### src/rtl/rom_arb_pkg.sv
// Shared types and sizing for the dual-port ROM read arbiter.
// Pointer and tag index width are sized for the largest supported requester
// count, so every legal N_REQ fits the same tag format.
package rom_arb_pkg;

    localparam int N_REQ_MAX = 8;
    localparam int PTR_W     = $clog2(N_REQ_MAX);

    // One in-flight read: which requester the ROM port is returning data to.
    typedef struct packed {
        logic             vld;
        logic [PTR_W-1:0] idx;
    } arb_tag_t;

endpackage

### src/rtl/rr_pick.sv
// Round-robin scanner: from a start pointer, finds the first and second set
// bits of a request vector (wrapping modulo N). Purely combinational.
module rr_pick
    import rom_arb_pkg::*;
#(
    parameter int N = 4
) (
    input  logic [N-1:0]     req,
    input  logic [PTR_W-1:0] start,
    output logic             hit0,
    output logic [PTR_W-1:0] idx0,
    output logic             hit1,
    output logic [PTR_W-1:0] idx1
);

    logic [N_REQ_MAX-1:0] req_ext;
    logic [PTR_W:0]       pos;
    logic [PTR_W-1:0]     j;

    assign req_ext = N_REQ_MAX'(req);

    // Walk start, start+1, ... (mod N) and keep the first two requesters seen.
    always_comb begin
        hit0 = 1'b0;
        idx0 = '0;
        hit1 = 1'b0;
        idx1 = '0;
        pos  = '0;
        j    = '0;
        for (int k = 0; k < N; k++) begin
            pos = {1'b0, start} + (PTR_W + 1)'(k);
            if (pos >= (PTR_W + 1)'(N)) begin
                pos = pos - (PTR_W + 1)'(N);
            end
            j = pos[PTR_W-1:0];
            if (req_ext[j]) begin
                if (!hit0) begin
                    hit0 = 1'b1;
                    idx0 = j;
                end else if (!hit1) begin
                    hit1 = 1'b1;
                    idx1 = j;
                end
            end
        end
    end

endmodule

### src/rtl/rom_read_arbiter.sv
// Shares the two synchronous read ports of a dual-port ROM among N_REQ
// requesters, granting up to two requests per cycle in round-robin order
// (port A = first pick, port B = second) and routing returned data back.
// Optional build macro RSP_REG_EN adds an output register on the response
// path (latency 2 instead of 1).
module rom_read_arbiter
    import rom_arb_pkg::*;
#(
    parameter int N_REQ = 4,
    parameter int AW    = 4,
    parameter int DW    = 8
) (
    input  logic              clk,
    input  logic              rst_n,
    input  logic [N_REQ-1:0]  req_valid,
    input  logic [N_REQ*AW-1:0] req_addr,
    output logic [N_REQ-1:0]  req_ready,
    output logic [N_REQ-1:0]  rsp_valid,
    output logic [N_REQ*DW-1:0] rsp_data,
    output logic              en_a,
    output logic [AW-1:0]     add_a,
    output logic              en_b,
    output logic [AW-1:0]     add_b,
    input  logic [DW-1:0]     d_ra,
    input  logic [DW-1:0]     d_rb
);

    logic [PTR_W-1:0]    rr_ptr_q, rr_ptr_d;
    logic [AW-1:0]       last_add_a_q, last_add_a_d;
    logic [AW-1:0]       last_add_b_q, last_add_b_d;
    arb_tag_t            tag_a_q, tag_a_d;
    arb_tag_t            tag_b_q, tag_b_d;
    logic [N_REQ*DW-1:0] data_hold_q, data_hold_d;
    logic [N_REQ-1:0]    rsp_valid_c;
    logic [N_REQ*DW-1:0] rsp_data_c;
    logic                hit0, hit1;
    logic [PTR_W-1:0]    idx0, idx1;
    logic                grant_a, grant_b;
    logic [PTR_W-1:0]    last_idx;

    rr_pick #(.N(N_REQ)) u_pick (
        .req   (req_valid),
        .start (rr_ptr_q),
        .hit0  (hit0),
        .idx0  (idx0),
        .hit1  (hit1),
        .idx1  (idx1)
    );

    // No grants while reset is held, even though req_valid may be toggling.
    assign grant_a = hit0 & rst_n;
    assign grant_b = hit1 & rst_n;

    // Grant decode, ROM port drive and next round-robin pointer.
    always_comb begin
        req_ready = '0;
        en_a      = grant_a;
        en_b      = grant_b;
        add_a     = last_add_a_q;
        add_b     = last_add_b_q;
        for (int i = 0; i < N_REQ; i++) begin
            if (grant_a && (idx0 == PTR_W'(i))) begin
                req_ready[i] = 1'b1;
                add_a        = req_addr[i*AW +: AW];
            end
            if (grant_b && (idx1 == PTR_W'(i))) begin
                req_ready[i] = 1'b1;
                add_b        = req_addr[i*AW +: AW];
            end
        end
        last_add_a_d = add_a;
        last_add_b_d = add_b;

        last_idx = grant_b ? idx1 : idx0;
        rr_ptr_d = rr_ptr_q;
        if (grant_a) begin
            rr_ptr_d = (last_idx == PTR_W'(N_REQ - 1)) ? '0 : last_idx + 1'b1;
        end

        tag_a_d = '{vld: grant_a, idx: idx0};
        tag_b_d = '{vld: grant_b, idx: idx1};
    end

    // Route ROM data to the tagged requesters; other slices keep their value.
    always_comb begin
        rsp_valid_c = '0;
        rsp_data_c  = data_hold_q;
        for (int i = 0; i < N_REQ; i++) begin
            if (tag_a_q.vld && (tag_a_q.idx == PTR_W'(i))) begin
                rsp_valid_c[i]          = 1'b1;
                rsp_data_c[i*DW +: DW]  = d_ra;
            end
            if (tag_b_q.vld && (tag_b_q.idx == PTR_W'(i))) begin
                rsp_valid_c[i]          = 1'b1;
                rsp_data_c[i*DW +: DW]  = d_rb;
            end
        end
        data_hold_d = rsp_data_c;
    end

    // Pointer, held addresses, in-flight tags and last response data.
    always_ff @(posedge clk or negedge rst_n) begin
        if (!rst_n) begin
            rr_ptr_q     <= '0;
            last_add_a_q <= '0;
            last_add_b_q <= '0;
            tag_a_q      <= '0;
            tag_b_q      <= '0;
            data_hold_q  <= '0;
        end else begin
            rr_ptr_q     <= rr_ptr_d;
            last_add_a_q <= last_add_a_d;
            last_add_b_q <= last_add_b_d;
            tag_a_q      <= tag_a_d;
            tag_b_q      <= tag_b_d;
            data_hold_q  <= data_hold_d;
        end
    end

`ifdef RSP_REG_EN
    logic [N_REQ-1:0] rsp_valid_q;

    // Registered response pulse; data_hold_q already carries the registered data.
    always_ff @(posedge clk or negedge rst_n) begin
        if (!rst_n) begin
            rsp_valid_q <= '0;
        end else begin
            rsp_valid_q <= rsp_valid_c;
        end
    end

    assign rsp_valid = rsp_valid_q;
    assign rsp_data  = data_hold_q;
`else
    assign rsp_valid = rsp_valid_c;
    assign rsp_data  = rsp_data_c;
`endif

endmodule

### config.mk
export PLATFORM = sky130hd
export DESIGN_NAME = rom_read_arbiter
export DESIGN_NICKNAME = d
export VERILOG_FILES = /design/src/rtl/rom_arb_pkg.sv /design/src/rtl/rr_pick.sv /design/src/rtl/rom_read_arbiter.sv
export SDC_FILE = /design/constraint.sdc
export NUM_CORES = 1
export LEC_CHECK = 0
export CORE_MARGIN = 2
export CORE_UTILIZATION = 44
export DETAILED_ROUTE_END_ITERATION = 7
export PLACE_DENSITY_LB_ADDON = 0.1
export SYNTH_ARGS = -nofsm -noshare
export SYNTH_HDL_FRONTEND = slang
export SYNTH_SLANG_ARGS = --single-unit
### constraint.sdc
create_clock -name clk -period 3.5 [get_ports clk]
set_input_delay 0.7 -clock clk [delete_from_list [all_inputs] [get_ports clk]]
set_output_delay 0.7 -clock clk [all_outputs]
set_load 0.02 [all_outputs]
==> results of run 1 <==
## routing by layer
| metal | GRT usage | vias up | wire length [µm] |
|---|---|---|---|
| met5 | 0 | - | 0 |
| met4 | 0.0675 | 0 | 128 |
| met3 | 0.0420 | 14 | 394 |
| met2 | 0.418 | 86 | 4660 |
| met1 | 0.315 | 1428 | 4010 |
| li1 | - | 1414 | - |
## registers in the layout, summed over array words and instances (netlist names)
| name | cells |
|---|---|
| data_hold_q | 32 |
| last_add_a_q | 4 |
| last_add_b_q | 4 |
| tag_a_q | 4 |
| tag_b_q | 4 |
| rr_ptr_q | 3 |
## worst reg2reg max path, delay by kind of cell, from the launching register on
kind            cells  cell delay [ns]
fa+ha+maj           2             0.56
flops               1             0.38
mux                 2             0.91
buf+inv             2             0.24
simple gates        2             0.26
compound gates      4             0.47
## logic make-up (layout without fill, tap and decap cells)
family | count (synthesis) | in the layout | share of synthesized area
simple gates | 98 | 98 | 0.164
xor+xnor | 1 | 1 | 0.00279
other cells | 1 | 2 | 0.00120
mux | 48 | 48 | 0.167
fa+ha+maj | 5 | 5 | 0.0200
compound gates | 82 | 82 | 0.202
buf+inv | 21 | 162 | 0.0367
flops | 51 | 51 | 0.407
## cells in the final DEF (no fill, tap or decap), types with 4 or more instances in the layout
cell type / count
nor2_1: 11
and3_2: 6
o21ai_0: 25
buf_4: 57
buf_6: 12
o221ai_2: 4
clkdlybuf4s50_1: 68
dfrtp_1: 51
o22ai_2: 5
nand2_1: 45
mux2i_1: 41
a21oi_2: 4
clkbuf_8: 5
a21oi_1: 9
nor4bb_4: 4
## timing repair
action                     CTS  global route
setup buffers                8             1
pin swaps                   14             5
resized for setup          111            14
setup endpoints to repair   14            14
## where the power goes
part | switching [mW] | internal [mW] | total [mW] | leakage (nW)
clock network | 0.214 | 0.216 | 0.430 | 0.0548
logic | 2.45 | 2.35 | 4.80 | 1.41
registers | 0.114 | 0.870 | 0.985 | 0.618
total | 2.78 | 3.44 | 6.22 | 2.09
## worst paths after layout
kind,from,to,slack (ns)
max reg2reg,rr_ptr_q[0],rr_ptr_q[1],0.56
max in group asynchronous,rst_n,data_hold_q[24],2.36
min reg2reg,last_add_b_q[1],last_add_b_q[1],0.49
min in group clk,last_add_b_q[1],last_add_b_q[1],0.49
max,rr_ptr_q[0],add_a[3],-0.11
min,rst_n,last_add_a_q[2],0.27
## per-stage QoR
stage	utilization	hold WS (ns)	instance area (µm²)	setup WS (ns)
3_3_place_gp	0.686	0.458	4690	-0.852
4_1_cts	0.733	0.258	5000	-0.0934
2_1_floorplan	-	0.404	3280	-0.0162
6_report	0.736	0.265	5030	-0.108
5_1_grt	0.736	0.256	5030	-0.233
3_5_place_dp	0.686	0.464	4690	-0.902
## layout make-up
type | instances | area [µm²] | area share
clock inverter | 3 | 46.3 | 0.00920
sequential | 51 | 1280 | 0.254
multi-input combinational | 236 | 2130 | 0.424
clock buffer | 5 | 68.8 | 0.0137
timing repair buffer | 147 | 1350 | 0.268
tap | 96 | 120 | 0.0239
inverter | 7 | 38.8 | 0.00771
## synthesized netlist by cell type, drive strengths merged, types with 3 or more instances
cell type,count
nor4bb,4
nand3,4
and3,8
o22ai,8
and2,3
a21oi,13
o221ai,6
o21ai,29
ha,5
mux2i,44
nand4,3
clkbuf,7
a2111oi,3
nand2,47
or2,5
buf,7
dfrtp,51
nor2,13
o311ai,3
inv,7
mux4,3
==> metrics, run 1 <==
final setup violation count 12; Avg Inst Size Synth about 10 µm²; Post-synth EDFFs 0; RSZ-0062 raised after global routing true; worst setup margin -0.108 ns; Overflow after GRT 0; Initial DRC Count between 100 and 150; routed via count 2942; root buffer cell clkbuf_8; PortBufs a little under 90; Die H 88.4 µm; Layout Cells excl Fill approximately 550; drt first pass iters 4; Crit Path Max Fanout 9; status complete, but fails checks; Residual DRC 0; hold buffer count at CTS 0; total negative slack -0.842 ns; CTS tree yes; final max-slew violation count 0; Syn Std Cell Area ~3100 µm²; Crit path buffers/inverters 3; Req. time, crit path 2.80 ns; Achievable Freq 277 MHz; Total Nets Final roughly 490; number of global-route vias before repair 3000; Avg WL per Cell roughly 17 µm; initial core utilization 0.459; CP Depth 11; Max Cap Viol 0; CP max stage cell mux4_2; Yosys top cell by area dfrtp_1; Total GRT Usage 0.242; num ports 88; Routed WL 9190 µm; Cells after DPL 530; Critical Path Start Type register; die area between 7000 and 8000 µm²; Sink Count roughly 50; via density per instance about 5.4; sequential fraction of the synthesis area 0.407; buffer depth of the longest clock path 2; async set-or-reset flop fraction in the synthesized netlist 1.00; Pwr Density between 1000 and 1500 nW/µm²; final worst path period need 3.61 ns; period utilization 1.03; total power roughly 6.2 mW; CTS Buf Count 5; worst skew pair latency ~0.30 ns; final hold violations 0; Final Skew 0.00772 ns; HP Class primary input to asynchronous set/reset pin; share of layout cells above drive strength 1 0.363; crit end category output pin; first-pass GRT wire length around 15000 µm; CP arrival between 2 and 3 ns; Synth area leaders dfrtp_1 (41%), mux2i_1 (14%), nand2_1 (5.6%); Leak about 2.1 nW; chip width 88.4 µm; largest net degree at the start of global routing 46; Top FF cell, synth dfrtp_1; row count 30; CP top delay family compound AO/OA/AOI/OAI gates; synthesis-to-layout area growth 60.4%; relative slew slack 0.592; hpwl dp between 6000 and 7000 µm; area share of the largest cell type after synthesis 0.407; ordered cell list for the critical path inv_2 > ha_4 > mux4_2 > nand2_4 > o311ai_4 > a21o_4 > buf_12 > and3_2 > a2111oi_4 > o21ai_4 > buf_6; Tightest Pin Transition approximately 0.61 ns; fill count around 530; worst vdd ir 0.851 mV; ANT nets after route 0; distinct cell type count after synthesis 65; core area between 6000 and 7000 µm²; CTS H-tree lvls 2; Syn Inst Count 307; flop and latch count out of synthesis 51; Reg2Reg Depth 12; initial antenna violation count 0; path type of the worst setup path register to output pin; gpl congestion 0.879; Worst-path clk slew around 0.1 ns; Crit path largest cell delay 0.61 ns; yosys warns 0; diode count 0; failing checks setup timing
Note: power is estimated with default switching activity, not from simulation.
==> run 2: changes to the inputs <==
--- a/config.mk
+++ b/config.mk
@@ -8,7 +8,9 @@
 export CORE_MARGIN = 2
 export CORE_UTILIZATION = 44
 export DETAILED_ROUTE_END_ITERATION = 7
+export GPL_TIMING_DRIVEN = 0
 export PLACE_DENSITY_LB_ADDON = 0.1
 export SYNTH_ARGS = -nofsm -noshare
 export SYNTH_HDL_FRONTEND = slang
+export SYNTH_HIERARCHICAL = 1
 export SYNTH_SLANG_ARGS = --single-unit
==> metrics, run 2 <==
status complete, but fails checks; failing checks setup timing; worst vdd ir about 0.63 mV; HP Class primary input to asynchronous set/reset pin; Achievable Freq roughly 250 MHz; CTS Buf Count 5; final hold slack roughly 0.4 ns; max reg flops 32; Top FF cell, synth dfrtp_1; via density per instance ~5.5; diode count 0; Final Skew 0.00621 ns; Post-synth EDFFs 0; routed via count roughly 2900; chip width approximately 88 µm; Max Cap Viol 0; row count 30; Reg2Reg Depth 15; CTS tree yes; first-pass GRT wire length ~14000 µm; RSZ-0062 raised after global routing true; Synth area leaders dfrtp_1 (41%), mux2i_1 (16%), mux4_2 (4.3%); final hold violations 0; async set-or-reset flop fraction in the synthesized netlist 1.00; root buffer cell clkbuf_8; largest net degree at the start of global routing 30; Initial DRC Count 74; gpl congestion 0.890; Crit Path Max Fanout 5; Yosys top cell by area dfrtp_1; DP Area 4250 µm²; CP arrival around 3.4 ns; Die H 88.5 µm; number of global-route vias before repair about 2900; Residual DRC 0; pre-CTS setup slack -1.51 ns; die area just under 8000 µm²; Total Nets Final approximately 470; ANT nets after route 0; sequential fraction of the synthesis area 0.406; core area 6870 µm²; fill count about 530; final max-slew violation count 0; Total GRT Usage 0.233; Design Area, Final around 4800 µm²; Tightest Pin Transition approximately 0.64 ns; Leak between 2 and 2.5 nW; relative slew slack 0.571; Avg Inst Size Synth approximately 10 µm²; hold buffer count at CTS 0; Sink Count 51; Avg WL per Cell 17.4 µm; drt first pass iters 4; hpwl dp around 6000 µm; Worst-path clk slew around 0.090 ns; Req. time, crit path 2.80 ns; period utilization 1.16; Syn Std Cell Area 3140 µm²; Syn Inst Count 300; yosys warns 6; buffer depth of the longest clock path 2; final worst path period need 4.07 ns; initial antenna violation count 0; total negative slack -5.54 ns; most frequent cells in the layout clkdlybuf4s50_1 (68), dfrtp_1 (49), mux2i_1 (39); synthesis-to-layout area growth 52.0%; Biggest register data_hold_q; Pwr Density 1130 nW/µm²; final setup violation count 12; distinct cell type count after synthesis a little under 60; commonest non-fill, non-tap cell in the layout clkdlybuf4s50_1; most frequent CP cell buf_6; worst skew pair latency approximately 0.30 ns; CTS H-tree lvls 2; flop and latch count out of synthesis just over 50; crit end category output pin; Critical Path Start Type register; most frequent cell after synthesis dfrtp_1; ordered cell list for the critical path buf_6 > clkbuf_16 > inv_8 > ha_4 > mux4_2 > and2_4 > a211o_1 > nand3_2 > buf_6 > mux4_2 > mux2_4 > buf_6; Routed WL 9030 µm; CP max stage cell mux4_2; path type of the worst setup path register to output pin; PortBufs between 80 and 90; Crit path largest cell delay 0.54 ns; area share of the largest cell type after synthesis 0.406; worst setup margin -0.568 ns; total power around 5.4 mW; initial core utilization 0.457; num ports about 90; Overflow after GRT 0; Commonest cells post-synth dfrtp_1 (51), mux2i_1 (49), nand2_1 (35), o21ai_1 (25), a21oi_1 (15); share of layout cells above drive strength 1 0.300
## run 2: changes by cell type in the layout (fill, tap and decap cells not counted), sizes merged, moves of 4 or more
cell / before / now
and3: 8 / 1
mux2: 1 / 10
o221ai: 6 / 0
o21ai: 29 / 33
buf: 75 / 61
mux2i: 44 / 50
and4bb: 0 / 4
o22ai: 8 / 2
nand2: 47 / 35
## run 2: cell families (layout without fill, tap and decap cells)
group / after synthesis / in the layout / synth area share
flops: 51 / 51 / 0.406
mux: 66 / 66 / 0.247
simple gates: 81 / 81 / 0.141
fa+ha+maj: 6 / 6 / 0.0231
compound gates: 66 / 66 / 0.127
xor+xnor: 1 / 1 / 0.00279
buf+inv: 28 / 151 / 0.0506
other cells: 1 / 2 / 0.00119
## run 2: where the power goes
group          internal, mW  switching [mW]
Combinational          2.03            1.98
Sequential            0.875           0.128
Clock                 0.181           0.193
Total                  3.09            2.30
## run 2: layout make-up
| cell class | count | area (µm²) | share of cell area |
|---|---|---|---|
| multi-input combinational | 222 | 1960 | 0.411 |
| sequential | 51 | 1280 | 0.268 |
| tap | 96 | 120 | 0.0252 |
| buffer | 19 | 164 | 0.0343 |
| timing repair buffer | 115 | 1110 | 0.232 |
| clock buffer | 8 | 100 | 0.0210 |
| inverter | 9 | 41.3 | 0.00865 |
## run 2: path summary, 6_finish.rpt
| path | from | to | slack (ns) |
|---|---|---|---|
| max reg2reg | rr_ptr_q[0] | rr_ptr_q[1] | 0.16 |
| min reg2reg | last_add_a_q[2] | last_add_a_q[2] | 0.53 |
| min in group clk | last_add_a_q[2] | last_add_a_q[2] | 0.53 |
| max | rr_ptr_q[0] | add_a[3] | -0.57 |
| min | rst_n | data_hold_q[28] | 0.41 |
| max in group asynchronous | rst_n | last_add_b_q[1] | 2.51 |
## run 2: worst max-delay path, delay by kind of cell, from the launching register on
family | cells | cell delay, ns
mux | 3 | 1.34
fa+ha+maj | 1 | 0.26
simple gates | 2 | 0.28
buf+inv | 5 | 0.56
flops | 1 | 0.39
compound gates | 1 | 0.24
## run 2: routing by layer
layer  global-route usage  share of wire  vias up
met1                0.302           0.42     1395
met5                    0              0        -
met3               0.0448          0.053       16
met2                0.395           0.51      104
li1                     -              -     1347
met4               0.0758          0.015        0
## run 2: metrics by stage
stage,std cells,util
floorplan,301,-
global placement,483,0.616
detailed placement,484,0.618
CTS,511,0.676
global route,520,0.695
finish,520,0.695
## run 2: timing repair
action	CTS	global route
gates resized for setup	113	19
pin swaps	7	6
setup buffers	19	9
setup endpoints to repair	21	15
